[src/rtl/uart_pkg.sv]
// Shared definitions for the UART transmit arbiter: FSM states, byte width and
// the default transmitter acknowledge timeout.
package uart_pkg;

  localparam int UART_DATA_W     = 8;
  localparam int DEFAULT_TIMEOUT = 64;

  typedef enum logic [1:0] {
    IDLE,
    LAUNCH,
    WAIT_BUSY,
    WAIT_DONE
  } arb_state_t;

  // Advance a requester index by one, wrapping explicitly at n-1 so that a
  // non-power-of-two requester count never reaches an absent index.
  function automatic int wrap_inc(input int idx, input int n);
    return (idx + 1 >= n) ? 0 : idx + 1;
  endfunction

endpackage

[src/rtl/uart_tx_arbiter_rr_pick.sv]
// Combinational round-robin picker: first set req bit searching upward from ptr,
// wrapping at NUM_REQ-1 back to 0.
module rr_pick #(
  parameter int  NUM_REQ = 4,
  localparam int IDW     = $clog2(NUM_REQ)
) (
  input  logic [NUM_REQ-1:0] req,
  input  logic [IDW-1:0]     ptr,
  output logic [NUM_REQ-1:0] gnt,
  output logic [IDW-1:0]     idx,
  output logic               valid
);

  logic [IDW:0] cand;

  // Walk candidates from farthest to nearest so the nearest requester wins.
  always_comb begin
    gnt   = '0;
    idx   = '0;
    valid = 1'b0;
    cand  = '0;
    for (int k = NUM_REQ - 1; k >= 0; k--) begin
      cand = {1'b0, ptr} + (IDW + 1)'(k);
      if (cand >= (IDW + 1)'(NUM_REQ)) cand = cand - (IDW + 1)'(NUM_REQ);
      if (req[cand[IDW-1:0]]) begin
        gnt                 = '0;
        gnt[cand[IDW-1:0]]  = 1'b1;
        idx                 = cand[IDW-1:0];
        valid               = 1'b1;
      end
    end
  end

endmodule

[src/rtl/uart_tx_arbiter.sv]
// Round-robin scheduler sharing one UART transmitter between NUM_REQ byte producers.
// Define UART_TX_ARB_TIMEOUT_EN to abort launches the transmitter never acknowledges.
module uart_tx_arbiter
  import uart_pkg::*;
#(
  parameter int  NUM_REQ = 4,
  parameter int  DATA_W  = UART_DATA_W,
  parameter int  TIMEOUT = DEFAULT_TIMEOUT,
  localparam int IDW     = $clog2(NUM_REQ)
) (
  input  logic                      clk,
  input  logic                      rst,
  input  logic [NUM_REQ-1:0]        req,
  input  logic [NUM_REQ*DATA_W-1:0] req_data,
  output logic [NUM_REQ-1:0]        gnt,
  output logic [NUM_REQ-1:0]        done,
  output logic                      err,
  output logic                      tx_start,
  output logic [DATA_W-1:0]         tx_data,
  input  logic                      tx_busy,
  output logic                      arb_busy,
  output logic [IDW-1:0]            cur_id
);

  if (NUM_REQ < 2 || NUM_REQ > 8 || TIMEOUT < 1) begin : g_param_check
    $error("uart_tx_arbiter: NUM_REQ must be 2..8 and TIMEOUT at least 1");
  end

  arb_state_t         state;
  logic [IDW-1:0]     ptr;
  logic [NUM_REQ-1:0] pick_gnt;
  logic [IDW-1:0]     pick_idx;
  logic               pick_valid;

  rr_pick #(
    .NUM_REQ(NUM_REQ)
  ) u_rr_pick (
    .req  (req),
    .ptr  (ptr),
    .gnt  (pick_gnt),
    .idx  (pick_idx),
    .valid(pick_valid)
  );

  assign arb_busy = (state != IDLE);

`ifdef UART_TX_ARB_TIMEOUT_EN
  localparam int TOW = $clog2(TIMEOUT + 1);
  logic [TOW-1:0] to_cnt;
  logic           err_q;
  assign err = err_q;
`else
  assign err = 1'b0;
`endif

  // Pulse outputs default low each cycle; a reset mid-frame simply drops the sequence.
  always_ff @(posedge clk or negedge rst) begin
    if (!rst) begin
      state    <= IDLE;
      ptr      <= '0;
      gnt      <= '0;
      done     <= '0;
      tx_start <= 1'b0;
      tx_data  <= '0;
      cur_id   <= '0;
`ifdef UART_TX_ARB_TIMEOUT_EN
      to_cnt   <= '0;
      err_q    <= 1'b0;
`endif
    end else begin
      gnt      <= '0;
      done     <= '0;
      tx_start <= 1'b0;
`ifdef UART_TX_ARB_TIMEOUT_EN
      err_q    <= 1'b0;
`endif
      case (state)
        IDLE: begin
          if (pick_valid) begin
            tx_data  <= req_data[pick_idx*DATA_W +: DATA_W];
            cur_id   <= pick_idx;
            gnt      <= pick_gnt;
            tx_start <= 1'b1;
            state    <= LAUNCH;
          end
        end
        LAUNCH: begin
          ptr   <= IDW'(wrap_inc(int'(cur_id), NUM_REQ));
          state <= WAIT_BUSY;
`ifdef UART_TX_ARB_TIMEOUT_EN
          to_cnt <= '0;
`endif
        end
        WAIT_BUSY: begin
          if (tx_busy) begin
            state <= WAIT_DONE;
          end
`ifdef UART_TX_ARB_TIMEOUT_EN
          else if (to_cnt == TOW'(TIMEOUT - 1)) begin
            err_q        <= 1'b1;
            done[cur_id] <= 1'b1;
            state        <= IDLE;
          end else begin
            to_cnt <= to_cnt + 1'b1;
          end
`endif
        end
        WAIT_DONE: begin
          if (!tx_busy) begin
            done[cur_id] <= 1'b1;
            state        <= IDLE;
          end
        end
        default: state <= IDLE;
      endcase
    end
  end

endmodule

[config.mk]
export PLATFORM = sky130hd
export DESIGN_NAME = uart_tx_arbiter
export DESIGN_NICKNAME = d
export VERILOG_FILES = /design/src/rtl/uart_pkg.sv /design/src/rtl/uart_tx_arbiter_rr_pick.sv /design/src/rtl/uart_tx_arbiter.sv
export SDC_FILE = /design/constraint.sdc
export NUM_CORES = 1
export LEC_CHECK = 0
export BUFFER_PORTS_ARGS = -buffer_cell sky130_fd_sc_hd__clkbuf_2
export CAP_MARGIN = 30
export CORE_UTILIZATION = 35
export CTS_CLUSTER_SIZE = 10
export DETAILED_ROUTE_END_ITERATION = 7
export SLEW_MARGIN = 40
export SYNTH_ARGS = -nofsm -noshare
export SYNTH_HDL_FRONTEND = slang
export SYNTH_HIERARCHICAL = 1
export SYNTH_SLANG_ARGS = --single-unit
[constraint.sdc]
create_clock -name clk -period 2.9 [get_ports clk]
set_input_delay 0.29 -clock clk [delete_from_list [all_inputs] [get_ports clk]]
set_output_delay 0.29 -clock clk [all_outputs]
set_load 0.1 [all_outputs]
=== Yosys cells after proc, flatten, opt, wreduce, memory -nomap -nowiden ===
Index checks and enable logic that the tools add are counted.

* Divide/modulo/power cells: 0
* Multiply operators: 0
* Reductions and logical operators: 9
* Bitwise operators: 0
* Magnitude comparators: 15
* Equal/unequal tests: 6
* Add/subtract/negate cells: 8
* Shifts and indexed selects: 1
* Mux-type cells: 45

{| class="wikitable"
|+ Operators by type and width
! kind !! count
|-
| $mux W4 || 8
|-
| $shiftx A32 B6 Y8 || 1
|-
| $mux W2 || 12
|-
| $lt A2 B3 Y1 const B || 5
|-
| $mux W1 || 15
|-
| $ge A3 B3 Y1 const B || 4
|-
| $demux W1 S2 || 5
|-
| $ge A2 B1 Y1 const B || 5
|-
| $bmux W1 S2 || 4
|-
| $pmux W2 S4 || 1
|-
| $sub A2 B1 Y2 const B || 4
|-
| $add A2 B1 Y3 const B || 2
|-
| $add A2 B2 Y3 const B || 2
|-
| $ne A2 B2 Y1 const B || 3
|-
| $logic_and A1 B1 Y1 || 5
|-
| $eq A2 B2 Y1 const B || 2
|-
| $ge A2 B3 Y1 const B || 1
|-
| $reduce_and A3 Y1 || 1
|-
| $eq A2 B1 Y1 const B || 1
|-
| $logic_not A2 Y1 || 1
|-
| $reduce_and A2 Y1 || 1
|-
| $reduce_bool A2 Y1 || 1
|}

* Memory bits (writable): 0
* Flip-flop bits (word level): 23
* Memories kept: 0
* Bits in latches: 0
* Output and inout port bits: 21
* Memory bits (read-only): 0

=== Logic depth before layout (Yosys ltp) ===
Gate-level depths: netlist of run 1.

* Depth in word-level cells: 13
* Gate-level depth with buffers: 11
* Mapped depth without buffers: 8

=== Cells and area by module ===
The synthesis of run 1 kept the hierarchy.

{| class="wikitable"
|+ Modules (own cells, without submodules)
! module !! times used !! area an instance (um^2) !! cells an instance
|-
| uart_tx_arbiter || 1 || 1179.9 || 99
|-
| rr_pick || 1 || 683.2 || 85
|}

=== Worst setup path after synthesis of run 1 ===
OpenSTA, ideal clock, no wires.

* Path kind: flip-flop to flip-flop
* From: register ptr[0]
* To: register tx_data[6]
* Slack: 0.409 ns
* Data required time: 2.763 ns
* Buffers on the path: 3
* Arrival: 2.354 ns
* Stages on the path, launching flop included: 12
* Library setup time: 0.137 ns
* Clock period less this slack: 2.491 ns
* Path through: dfrtp_1 -> buf_6 -> inv_1 -> ha_1 -> nor2_1 -> o221ai_1 -> o21ai_0 -> a211oi_2 -> buf_4 -> buf_4 -> mux2i_1 -> o221ai_2

* Longest elaborated chain between the ends: 10
* Elaborated cells between the ends (all ways): 33
* Those cells by class: 7 x add/sub; 4 x order compare; 1 x shift; 20 x mux; 1 x reduce/logical

{| class="wikitable"
|+ Ends and longest elaborated chain
! item !! line !! RTL
|-
| start, declared || uart_tx_arbiter.sv:30 || <nowiki>logic [IDW-1:0] ptr;</nowiki>
|-
| start signal, assigned || uart_tx_arbiter.sv:88 || <nowiki>ptr <= IDW'(wrap_inc(int'(cur_id), NUM_REQ));</nowiki>
|-
| $add A2 B2 Y3 || uart_tx_arbiter_rr_pick.sv:23 || <nowiki>cand = {1'b0, ptr} + (IDW + 1)'(k);</nowiki>
|-
| $ge A3 B3 Y1 or $sub A2 B1 Y2 (tied branches) || uart_tx_arbiter_rr_pick.sv:24 || <nowiki>if (cand >= (IDW + 1)'(NUM_REQ)) cand = cand - (IDW + 1)'(NUM_REQ);</nowiki>
|-
| $mux W2 || uart_tx_arbiter_rr_pick.sv:24 ||
|-
| $bmux W1 S2 || uart_tx_arbiter_rr_pick.sv:25 || <nowiki>if (req[cand[IDW-1:0]]) begin</nowiki>
|-
| $mux W1 (implied by the code) || uart_tx_arbiter_rr_pick.sv:25 ||
|-
| $mux W2 (3 in a row) || uart_tx_arbiter_rr_pick.sv:25 ||
|-
| $mux W2 (*) || uart_tx_arbiter_rr_pick.sv:25 ||
|-
| named net pick_idx[0] || uart_tx_arbiter.sv:32 || <nowiki>logic [IDW-1:0] pick_idx;</nowiki>
|-
| $shiftx A32 B6 Y8 (*) || uart_tx_arbiter.sv:80 || <nowiki>tx_data <= req_data[pick_idx*DATA_W +: DATA_W];</nowiki>
|-
| end signal, assigned || uart_tx_arbiter.sv:80 ||
|-
| end, declared || uart_tx_arbiter.sv:19 || <nowiki>output logic [DATA_W-1:0] tx_data,</nowiki>
|}

The timed path passes the listed nets; every way through them passes the cells marked *. The select of a mux whose other input is x is not followed.
A chain may end at the register's enable or synchronous reset.

=== Final worst setup path of run 1 ===
* From: register ptr[0]
* To: register tx_data[5]

Same word-level chain as after synthesis.

==> results of run 1 <==
-- routing by layer --
metal | vias up | global-route usage [%] | wire length (um)
met5 | - | 0 | 0
met4 | 0 | 1.89 | 0
met3 | 0 | 2.81 | 181
met2 | 41 | 25.9 | 2030
met1 | 726 | 20.9 | 2020
li1 | 763 | - | -
-- worst max path at each step --
stage           start    endpoint  slack (ns)  cells after the start
6_report       ptr[0]  tx_data[5]        0.34                      8
5_1_grt        ptr[0]  tx_data[2]        0.14                      8
4_1_cts        ptr[0]  tx_data[5]        0.32                      8
3_5_place_dp   ptr[0]  tx_data[5]        0.33                      8
3_3_place_gp   ptr[0]  tx_data[6]        0.25                      7
2_1_floorplan  ptr[0]  tx_data[6]        0.41                     11
-- synth_stat cells --
| master | n | area (sq um) |
|---|---|---|
| and3_1 | 4 | 25.0 |
| a31oi_1 | 4 | 25.0 |
| mux2i_4 | 1 | 22.5 |
| a21oi_1 | 4 | 20.0 |
| nor3b_1 | 1 | 7.51 |
| or2_0 | 1 | 6.26 |
| nor3_1 | 1 | 5.00 |
| mux2_4 | 2 | 30.0 |
| o221ai_1 | 9 | 78.8 |
| dfrtp_1 | 23 | 576 |
| a41oi_2 | 4 | 65.1 |
| nand2_4 | 2 | 22.5 |
| nor2_1 | 14 | 52.6 |
| buf_2 | 2 | 10.0 |
| inv_2 | 1 | 3.75 |
| a211oi_2 | 1 | 12.5 |
| a221oi_1 | 1 | 8.76 |
| mux2_1 | 1 | 11.3 |
| a211oi_1 | 1 | 7.51 |
| nor2b_1 | 1 | 6.26 |
| o21ai_0 | 1 | 5.00 |
| o21ai_1 | 3 | 15.0 |
| mux2i_1 | 18 | 180 |
| mux2i_2 | 2 | 27.5 |
| nor2_2 | 2 | 12.5 |
| nand2b_1 | 2 | 12.5 |
| buf_6 | 6 | 67.6 |
| inv_1 | 12 | 45.0 |
| o221ai_2 | 2 | 30.0 |
| nand3_1 | 6 | 30.0 |
| o32ai_1 | 1 | 8.76 |
| a21o_2 | 1 | 8.76 |
| ha_1 | 16 | 200 |
| o211ai_1 | 4 | 30.0 |
| mux4_2 | 1 | 22.5 |
| and2_1 | 4 | 25.0 |
| conb_1 | 1 | 3.75 |
| buf_4 | 4 | 30.0 |
| mux2_2 | 5 | 56.3 |
| nand2_1 | 15 | 56.3 |
-- flip-flops by register name, indices dropped and copies added (netlist names) --
register	cells
gnt	4
state	2
ptr	2
tx_start	1
done	4
cur_id	2
tx_data	8
-- final cells by class --
| class | instances | area (sq um) | area share [%] |
|---|---|---|---|
| clock buffer | 4 | 45.0 | 2.02 |
| inverter | 13 | 48.8 | 2.19 |
| multi-input combinational | 136 | 1140 | 51.1 |
| sequential | 23 | 576 | 25.8 |
| tap | 70 | 87.6 | 3.93 |
| timing repair buffer | 63 | 332 | 14.9 |
-- metrics by stage --
stage | worst slack (ns) | util, %
after CTS | 0.323 | 43.6
final | 0.339 | 43.6
after floorplan | 0.409 | -
after global placement | 0.255 | 42.5
after global routing | 0.137 | 43.6
after detailed placement | 0.326 | 42.7
-- worst register-to-register path, stage by stage, from the launching register on --
cell	delay (ns)
dfrtp_1	0.35
buf_4	0.27
mux2_4	0.33
a21oi_1	0.15
o32ai_1	0.14
a211oi_4	0.59
buf_6	0.25
mux2i_1	0.20
o221ai_1	0.13
-- logic make-up after synthesis --
kind of cell / Yosys count / share of synthesized area, %
compound gates: 36 / 16.9
fa+ha+maj: 16 / 10.7
mux: 30 / 18.8
other cells: 1 / 0.201
flops: 23 / 30.9
simple gates: 53 / 14.0
buf+inv: 25 / 8.39
==> metrics.md, run 1 <==
| Metric | Value |
|---|---|
| Run status | `finished clean` |
| Slew Limit Fails | `0` |
| Initial antenna violation count | `0` |
| Core Region | `~0.0051 sq mm` |
| Largest net degree at the start of global routing | `24` |
| DR WL/cell | `13.7 um` |
| Worst setup SP type | `flop` |
| Syn Std Cell Area | `between 0.0015 and 0.002 sq mm` |
| R2r startpoint | `ptr[0]` |
| Commonest non-fill, non-tap cells in the layout | `58 x clkbuf_2, 23 x dfrtp_1, 18 x mux2i_1` |
| Drt pass-1 iters | `4` |
| Critical path class | `reg2reg` |
| Syn-to-layout area delta | `19.5%` |
| Reg-to-reg setup timing slack | `between 0.3 and 0.4 ns` |
| Vert. Die Dim | `75.0 um` |
| CP max stage cell | `a211oi_4` |
| Syn Inst Count | `184` |
| Crit-path max cell delay | `0.59 ns` |
| CTS tree | `done` |
| RSZ-0062 raised after global routing | `false` |
| Drc violations | `0` |
| Worst reg2reg endpoint | `tx_data[5]` |
| Antenna diode count | `0` |
| # setup viols final | `0` |
| Maximum fanout along the worst path | `18` |
| Final hold slack | `0.0165 ns` |
| Die area | `0.00562 sq mm` |
| Vias post-DR | `1530` |
| Worst-margin pin slew | `0.614 ns` |
| Commonest non-fill, non-tap cell in the layout | `clkbuf_2` |
| Max Root-Sink Buffers | `2` |
| Nets | `295` |
| Skew final | `between 0.0015 and 0.002 ns` |
| Clock slew at reported path FFs | `0.08 ns` |
| Fin. Hold Viols | `0` |
| YS warnings | `6` |
| Fin crit period | `around 2.6 ns` |
| Grt ovf | `0` |
| Critical path's top delay family | `compound AO/OA/AOI/OAI gates` |
| Crit end category | `flop` |
| Skew-Pair Late Insertion Delay | `0.26 ns` |
| Core Rows | `26` |
| Vias/cell | `4.95` |
| Htree depth | `1` |
| Final worst-path cycle share | `88.3%` |
| Inst Count DP | `305` |
| Slew Limit Headroom | `58.9%` |
| Vias in the first global route | `1452` |
| DP Wirelength | `between 3000 and 4000 um` |
| Setup bufs post-CTS | `0` |
| FF-to-FF path depth | `8` |
| First-pass GRT wire length | `6620 um` |
| Crit path cell chain | `buf_4 > mux2_4 > a21oi_1 > o32ai_1 > a211oi_4 > buf_6 > mux2i_1 > o221ai_1` |
| Final instance area | `0.00223 sq mm` |
| CTS Root Cell | `clkbuf_8` |
| Routed wire length | `4240 um` |
| Die width | `75.0 um` |
| Placer Congestion | `0.848` |
| WP data arrival | `about 2.7 ns` |
| Hold_buf cts | `0` |
| CP bufs+invs | `2` |
| Sequential share of the synthesized area | `between 30% and 40%` |
| CTS resizes | `0` |
| Layout cell share with drive strength beyond 1 | `37.7%` |
| Initial DRC count | `43` |
| # port buffers | `58` |
| CTS Buf Count | `3` |
| Worst Path Required | `3.02 ns` |
| Syn Nets | `about 240` |
| Number of placed I/O pins | `60` |
| Post-DP Area | `about 0.0022 sq mm` |
| Fin cells | `just over 300` |
| Total GRT Usage | `about 15%` |
| TritonCTS Sinks | `23` |
| Setup TNS | `0 ns` |
| Initial Util | `36.5%` |
| Post-synth cell types | `40` |
| HP Class | `in2async` |
| Routed Antenna Nets | `0` |
| Max cap viols | `0` |
| Flops & latches, synth | `23` |
| Mean Syn Cell Area | `10.1 sq um` |
| FILL cells | `508` |
| Max frequency | `390 MHz` |
Power of run 1 is left out: the tool's default activity adds up to more than one toggle a clock period on the data nets, which glitch-free logic cannot reach.
==> run 2, diff against run 1 <==
- BUFFER_PORTS_ARGS: -buffer_cell sky130_fd_sc_hd__clkbuf_2 -> -buffer_cell sky130_fd_sc_hd__buf_4
- PLACE_DENSITY_LB_ADDON: default -> 0.08
==> run 2 against run 1 <==
Fmax grew 3.9%. Final area grew 8.0%. Highest routed layer is now met4. Die area is the same. Global-route usage grew 1.8 points. Clock skew grew 0.0032 ns.
==> metrics.md, run 2 (synthesis gave the netlist of run 1 again) <==
| Metric | Value |
|---|---|
| Run status | `finished clean (unchanged)` |
| RSZ-0062 raised after global routing | `false (unchanged)` |
| Reg-to-reg setup timing slack | `0.43 ns (was 0.34 ns)` |
| Vias/cell | `5.07 (was 4.95)` |
| Inst Count DP | `308 (was 305)` |
| Setup TNS | `0 ns (unchanged)` |
| Grt met2 use | `27.2% (was 25.9%)` |
| TritonCTS Sinks | `23 (unchanged)` |
| Total GRT Usage | `17.1% (was 15.3%)` |
| FF-to-FF path depth | `8 (unchanged)` |
| Skew-Pair Late Insertion Delay | `0.27 ns (was 0.26 ns)` |
| Die area | `0.00562 sq mm (unchanged)` |
| Skew final | `0.00515 ns (was 0.00200 ns)` |
| Antenna diode count | `0 (unchanged)` |
| Maximum fanout along the worst path | `13 (was 18)` |
| Clock slew at reported path FFs | `0.09 ns (was 0.08 ns)` |
| Worst Hold Path Cells | `3` |
| Largest net degree at the start of global routing | `24 (unchanged)` |
| Placer Congestion | `0.803 (was 0.848)` |
| Core Region | `0.00511 sq mm (unchanged)` |
| Crit-path max cell delay | `0.50 ns (was 0.59 ns)` |
| Routed Antenna Nets | `0 (unchanged)` |
| Fin crit period | `2.47 ns (was 2.56 ns)` |
| Global routing's busiest layer | `met2 (unchanged)` |
| Initial Util | `36.5% (unchanged)` |
| Layout cell share with drive strength beyond 1 | `38.7% (was 37.7%)` |
| Initial DRC count | `76 (was 43)` |
| CTS Root Cell | `clkbuf_8 (unchanged)` |
| Syn-to-layout area delta | `29.1% (was 19.5%)` |
| Crit end category | `flop (unchanged)` |
| Worst-margin pin slew | `0.557 ns (was 0.614 ns)` |
| DR WL/cell | `14.6 um (was 13.7 um)` |
| Number of placed I/O pins | `60 (unchanged)` |
| First-pass GRT wire length | `7330 um (was 6620 um)` |
| Worst reg2reg endpoint | `tx_data[1] (was tx_data[5])` |
| WHS Endpoint | `tx_data[6]` |
| Min-delay src | `req_data[22]` |
| Core Rows | `26 (unchanged)` |
| HP Class | `in2reg (was in2async)` |
| Vias post-DR | `1587 (was 1530)` |
| WP data arrival | `2.60 ns (was 2.68 ns)` |
| CP max stage cell | `or2_0 (was a211oi_4)` |
| Largest registers | `tx_data (8), done (4), gnt (4) (unchanged)` |
| R2r startpoint | `ptr[0] (unchanged)` |
| Max Root-Sink Buffers | `2 (unchanged)` |
| Final worst-path cycle share | `85.0% (was 88.3%)` |
| Htree depth | `1 (unchanged)` |
| Fin. Hold Viols | `0 (unchanged)` |
| Die width | `75.0 um (unchanged)` |
| Vert. Die Dim | `75.0 um (unchanged)` |
| Commonest non-fill, non-tap cells in the layout | `65 x buf_4, 23 x dfrtp_1, 18 x mux2i_1 (was 58 x clkbuf_2, 23 x dfrtp_1, 18 x mux2i_1)` |
| Routed wire length | `4570 um (was 4240 um)` |
| Worst Path Required | `3.03 ns (was 3.02 ns)` |
| Drc violations | `0 (unchanged)` |
| DP Wirelength | `3360 um (was 3120 um)` |
| Slew Limit Headroom | `62.9% (was 58.9%)` |
| Worst setup SP type | `flop (unchanged)` |
| Slew Limit Fails | `0 (unchanged)` |
| Max FFs per register | `8 (unchanged)` |
| Grt ovf | `0 (unchanged)` |
| Met1 GRT Util | `24.5% (was 20.9%)` |
| Fin cells | `313 (was 309)` |
| Largest register by flop count | `tx_data (unchanged)` |
| Critical path class | `reg2reg (unchanged)` |
| # setup viols final | `0 (unchanged)` |
| Max cap viols | `0 (unchanged)` |
| Crit path cell chain | `inv_1 > ha_1 > buf_4 > nand2_1 > a21o_2 > a221oi_1 > or2_0 > o221ai_1 (was buf_4 > mux2_4 > a21oi_1 > o32ai_1 > a211oi_4 > buf_6 > mux2i_1 > o221ai_1)` |
| CTS Buf Count | `3 (unchanged)` |
| # port buffers | `58 (unchanged)` |
| Commonest non-fill, non-tap cell in the layout | `buf_4 (was clkbuf_2)` |
| Nets | `299 (was 295)` |
| Max frequency | `406 MHz (was 390 MHz)` |
| Met3 Use GR | `2.41% (was 2.81%)` |
| Initial antenna violation count | `0 (unchanged)` |
| CTS tree | `done (unchanged)` |
| Vias in the first global route | `1492 (was 1452)` |
| Drt pass-1 iters | `4 (unchanged)` |
-- run 2: cell count changes in the layout (fill, tap and decap cells not counted), sizes merged --
cell,change
dlygate4sd3,+1
buf,+61
clkbuf,-59
clkinv,+1
-- run 2: area by class of cell --
cell class / count / area, sq um
Sequential cell: 23 / 576
Clock inverter: 1 / 5.00
Clock buffer: 3 / 41.3
Inverter: 13 / 48.8
Multi-Input combinational cell: 136 / 1140
Tap cell: 70 / 87.6
Timing Repair Buffer: 67 / 509
Fill cell: 495 / 2700
-- run 2: worst max-delay path: cells and delay by family, from the launching register on --
| family | cells | cell delay (ns) |
|---|---|---|
| AOI/OAI and AO/OA | 3 | 0.69 |
| DFF | 1 | 0.45 |
| and+or+nand+nor | 2 | 0.57 |
| adders and majority gates | 1 | 0.31 |
| buffers and inverters | 2 | 0.30 |
-- run 2: what timing repair did --
item | 4_1_cts | 5_1_grt
hold endpoints to repair | 23 | 0
resized for setup | 0 | 0
hold buffers | 1 | 0
setup buffers | 0 | 0
setup endpoints to repair | 0 | 0
-- run 2: routing by layer --
layer,up-vias,routed length [um]
li1,778,-
met1,764,2160
met2,41,2160
met3,4,215
met4,0,31
met5,-,0
-- run 2: how the worst max path moves through the flow --
stage                     startpoint          to  slack (ns)  depth (start not counted)
after floorplan               ptr[0]  tx_data[6]        0.41                         11
after global placement        ptr[0]  tx_data[6]        0.20                          7
after detailed placement      ptr[0]  tx_data[5]        0.45                          8
after CTS                     ptr[0]  tx_data[5]        0.44                          8
after global routing          ptr[0]  tx_data[3]        0.18                          8
final                         ptr[0]  tx_data[1]        0.43                          8
-- run 2: through the flow --
| step | util, % | worst slack, ns | hold WS (ns) | area (sq um) |
|---|---|---|---|---|
| after floorplan | - | 0.409 | -0.00559 | 1860 |
| after global placement | 45.6 | 0.196 | 0.217 | 2330 |
| after detailed placement | 46.0 | 0.449 | 0.212 | 2350 |
| after CTS | 47.1 | 0.436 | 0.299 | 2410 |
| after global routing | 47.1 | 0.181 | 0.308 | 2410 |
| final | 47.1 | 0.435 | 0.299 | 2410 |
Power of run 2 is left out for the same reason.
==> run 3, diff against run 2 <==
- CORE_UTILIZATION: 35 -> 45
==> run 3 against run 2 <==
Sequential cell count did not move. First-iteration DRC count is 13% higher. Register-to-register slack got worse by 0.04 ns. Via count is 0.38% lower. Critical path type unchanged. Largest cell class unchanged.
==> metrics.md, run 3 (synthesis gave the netlist of run 1 again) <==
| Metric | Value |
|---|---|
| Core Region | `0.00400 sq mm (was 0.00511 sq mm)` |
| Post-DP Area | `0.00229 sq mm (was 0.00235 sq mm)` |
| Fin. Hold Viols | `0 (unchanged)` |
| Drt pass-1 iters | `5 (was 4)` |
| Vert. Die Dim | `66.3 um (was 75.0 um)` |
| RSZ-0062 raised after global routing | `false (unchanged)` |
| DP Wirelength | `3370 um (was 3360 um)` |
| Slew Limit Fails | `0 (unchanged)` |
| TritonCTS Sinks | `23 (unchanged)` |
| Max FFs per register | `8 (unchanged)` |
| Largest net degree at the start of global routing | `24 (unchanged)` |
| CTS tree | `done (unchanged)` |
| Min-delay src | `tx_busy (was req_data[22])` |
| Max frequency | `399 MHz (was 406 MHz)` |
| Setup crit start | `ptr[1] (was ptr[0])` |
| Routed Antenna Nets | `0 (unchanged)` |
| Initial Util | `46.6% (was 36.5%)` |
| DR WL met3 | `166 um (was 215 um)` |
| Final worst-path cycle share | `86.5% (was 85.0%)` |
| Worst reg2reg endpoint | `tx_data[3] (was tx_data[1])` |
| Maximum fanout along the worst path | `17 (was 13)` |
| Syn-to-layout area delta | `26.1% (was 29.1%)` |
| HP Class | `in2reg (unchanged)` |
| FF-to-FF path depth | `9 (was 8)` |
| Worst Path Required | `3.03 ns (about the same)` |
| Crit end category | `flop (unchanged)` |
| Placer Congestion | `0.775 (was 0.803)` |
| Skew final | `0.00648 ns (was 0.00515 ns)` |
| Run status | `finished clean (unchanged)` |
| Initial DRC count | `86 (was 76)` |
| Fin crit period | `2.51 ns (was 2.47 ns)` |
| Drc violations | `0 (unchanged)` |
| Final core utilization | `58.7% (was 47.1%)` |
| Htree depth | `1 (unchanged)` |
| Reg-to-reg setup timing slack | `0.39 ns (was 0.43 ns)` |
| Layout cell share with drive strength beyond 1 | `37.7% (was 38.7%)` |
| CTS Buf Count | `3 (unchanged)` |
| # setup viols final | `0 (unchanged)` |
| Antenna diode count | `0 (unchanged)` |
| Nets | `295 (was 299)` |
| Setup TNS | `0 ns (unchanged)` |
| Largest registers | `tx_data (8), done (4), gnt (4) (unchanged)` |
| Final instance area | `0.00235 sq mm (was 0.00241 sq mm)` |
| CTS Root Cell | `clkbuf_8 (unchanged)` |
| Worst setup path endpoint | `tx_data[3] (was tx_data[1])` |
| Routed wire length | `4400 um (was 4570 um)` |
| Total GRT Usage | `21.2% (was 17.1%)` |
| M1 WL | `1920 um (was 2160 um)` |
| Core Rows | `23 (was 26)` |
| Vias/cell | `5.47 (was 5.07)` |
| Vias post-DR | `1581 (was 1587)` |
| R2r startpoint | `ptr[1] (was ptr[0])` |
| Met2 routed WL | `2230 um (was 2160 um)` |
| Top sig layer | `met4 (unchanged)` |
| Grt ovf | `0 (unchanged)` |
| Setup bufs post-CTS | `0 (unchanged)` |
| DR WL/cell | `15.2 um (was 14.6 um)` |
| Die width | `66.3 um (was 75.0 um)` |
| Commonest non-fill, non-tap cell in the layout | `buf_4 (unchanged)` |
| Die area | `0.00440 sq mm (was 0.00562 sq mm)` |
| Clock slew at reported path FFs | `0.09 ns (about the same)` |
| Largest register by flop count | `tx_data (unchanged)` |
| Worst setup SP type | `flop (unchanged)` |
| Max Root-Sink Buffers | `2 (unchanged)` |
| Initial antenna violation count | `0 (unchanged)` |
| Max cap viols | `0 (unchanged)` |
| Skew-Pair Late Insertion Delay | `0.27 ns (about the same)` |
| First-pass GRT wire length | `7130 um (was 7330 um)` |
| # port buffers | `58 (unchanged)` |
| Critical path class | `reg2reg (unchanged)` |
| Vias in the first global route | `1542 (was 1492)` |
| Number of placed I/O pins | `60 (unchanged)` |
| WP data arrival | `2.63 ns (was 2.60 ns)` |
| Commonest non-fill, non-tap cells in the layout | `62 x buf_4, 23 x dfrtp_1, 18 x mux2i_1 (was 65 x buf_4, 23 x dfrtp_1, 18 x mux2i_1)` |
run 3: cell types whose count changed in the layout (fill, tap and decap cells not counted):
cell        previous run  this run
buf_6                  1         0
buf_4                 65        62
clkinvlp_4             0         1
clkinv_2               1         0
run 3: worst min path at each step:
| stage | cells past startpoint | end |
|---|---|---|
| 2_1_floorplan | 0 | cur_id[0] |
| 3_3_place_gp | 1 | tx_start |
| 3_5_place_dp | 1 | done[2] |
| 4_1_cts | 3 | state[0] |
| 5_1_grt | 3 | state[0] |
| 6_report | 3 | state[0] |
run 3: cell type report:
cell class / count / area, sq um
flip-flops and latches: 23 / 576
clock buffers: 3 / 41.3
multi-input cells: 136 / 1140
clock inverters: 1 / 7.51
inverters: 13 / 48.8
fillers: 339 / 1650
well taps: 50 / 62.6
repair buffers: 63 / 475
run 3: critical path, cell delays in order (launching register included):
cell and delay [ns]:
dfrtp_1 0.62, inv_1 0.11, ha_1 0.32, nor2_1 0.05, o221ai_1 0.15, o21ai_0 0.17
a211oi_4 0.22, buf_4 0.31, mux2i_1 0.26, o221ai_1 0.14
run 3: layer usage:
layer | vias to the layer above | GRT usage [%]
met5 | - | 0
met4 | 0 | 8.78
met3 | 10 | 2.07
met2 | 52 | 35.8
met1 | 748 | 27.6
li1 | 771 | -
run 3: timing repair:
action                                  CTS  global route
gates resized for setup                   0             0
endpoints found under the setup margin    0             0
endpoints found under the hold margin    23             0
hold buffers                              1             0
run 3: stage by stage:
step | hold slack (ns) | setup WS (ns) | instances
after floorplan | -0.00559 | 0.409 | 184
after global placement | 0.194 | 0.515 | 284
after detailed placement | 0.201 | 0.376 | 284
after CTS | 0.313 | 0.364 | 289
after global routing | 0.339 | 0.127 | 289
final | 0.319 | 0.392 | 289
Power of run 3 is left out for the same reason.
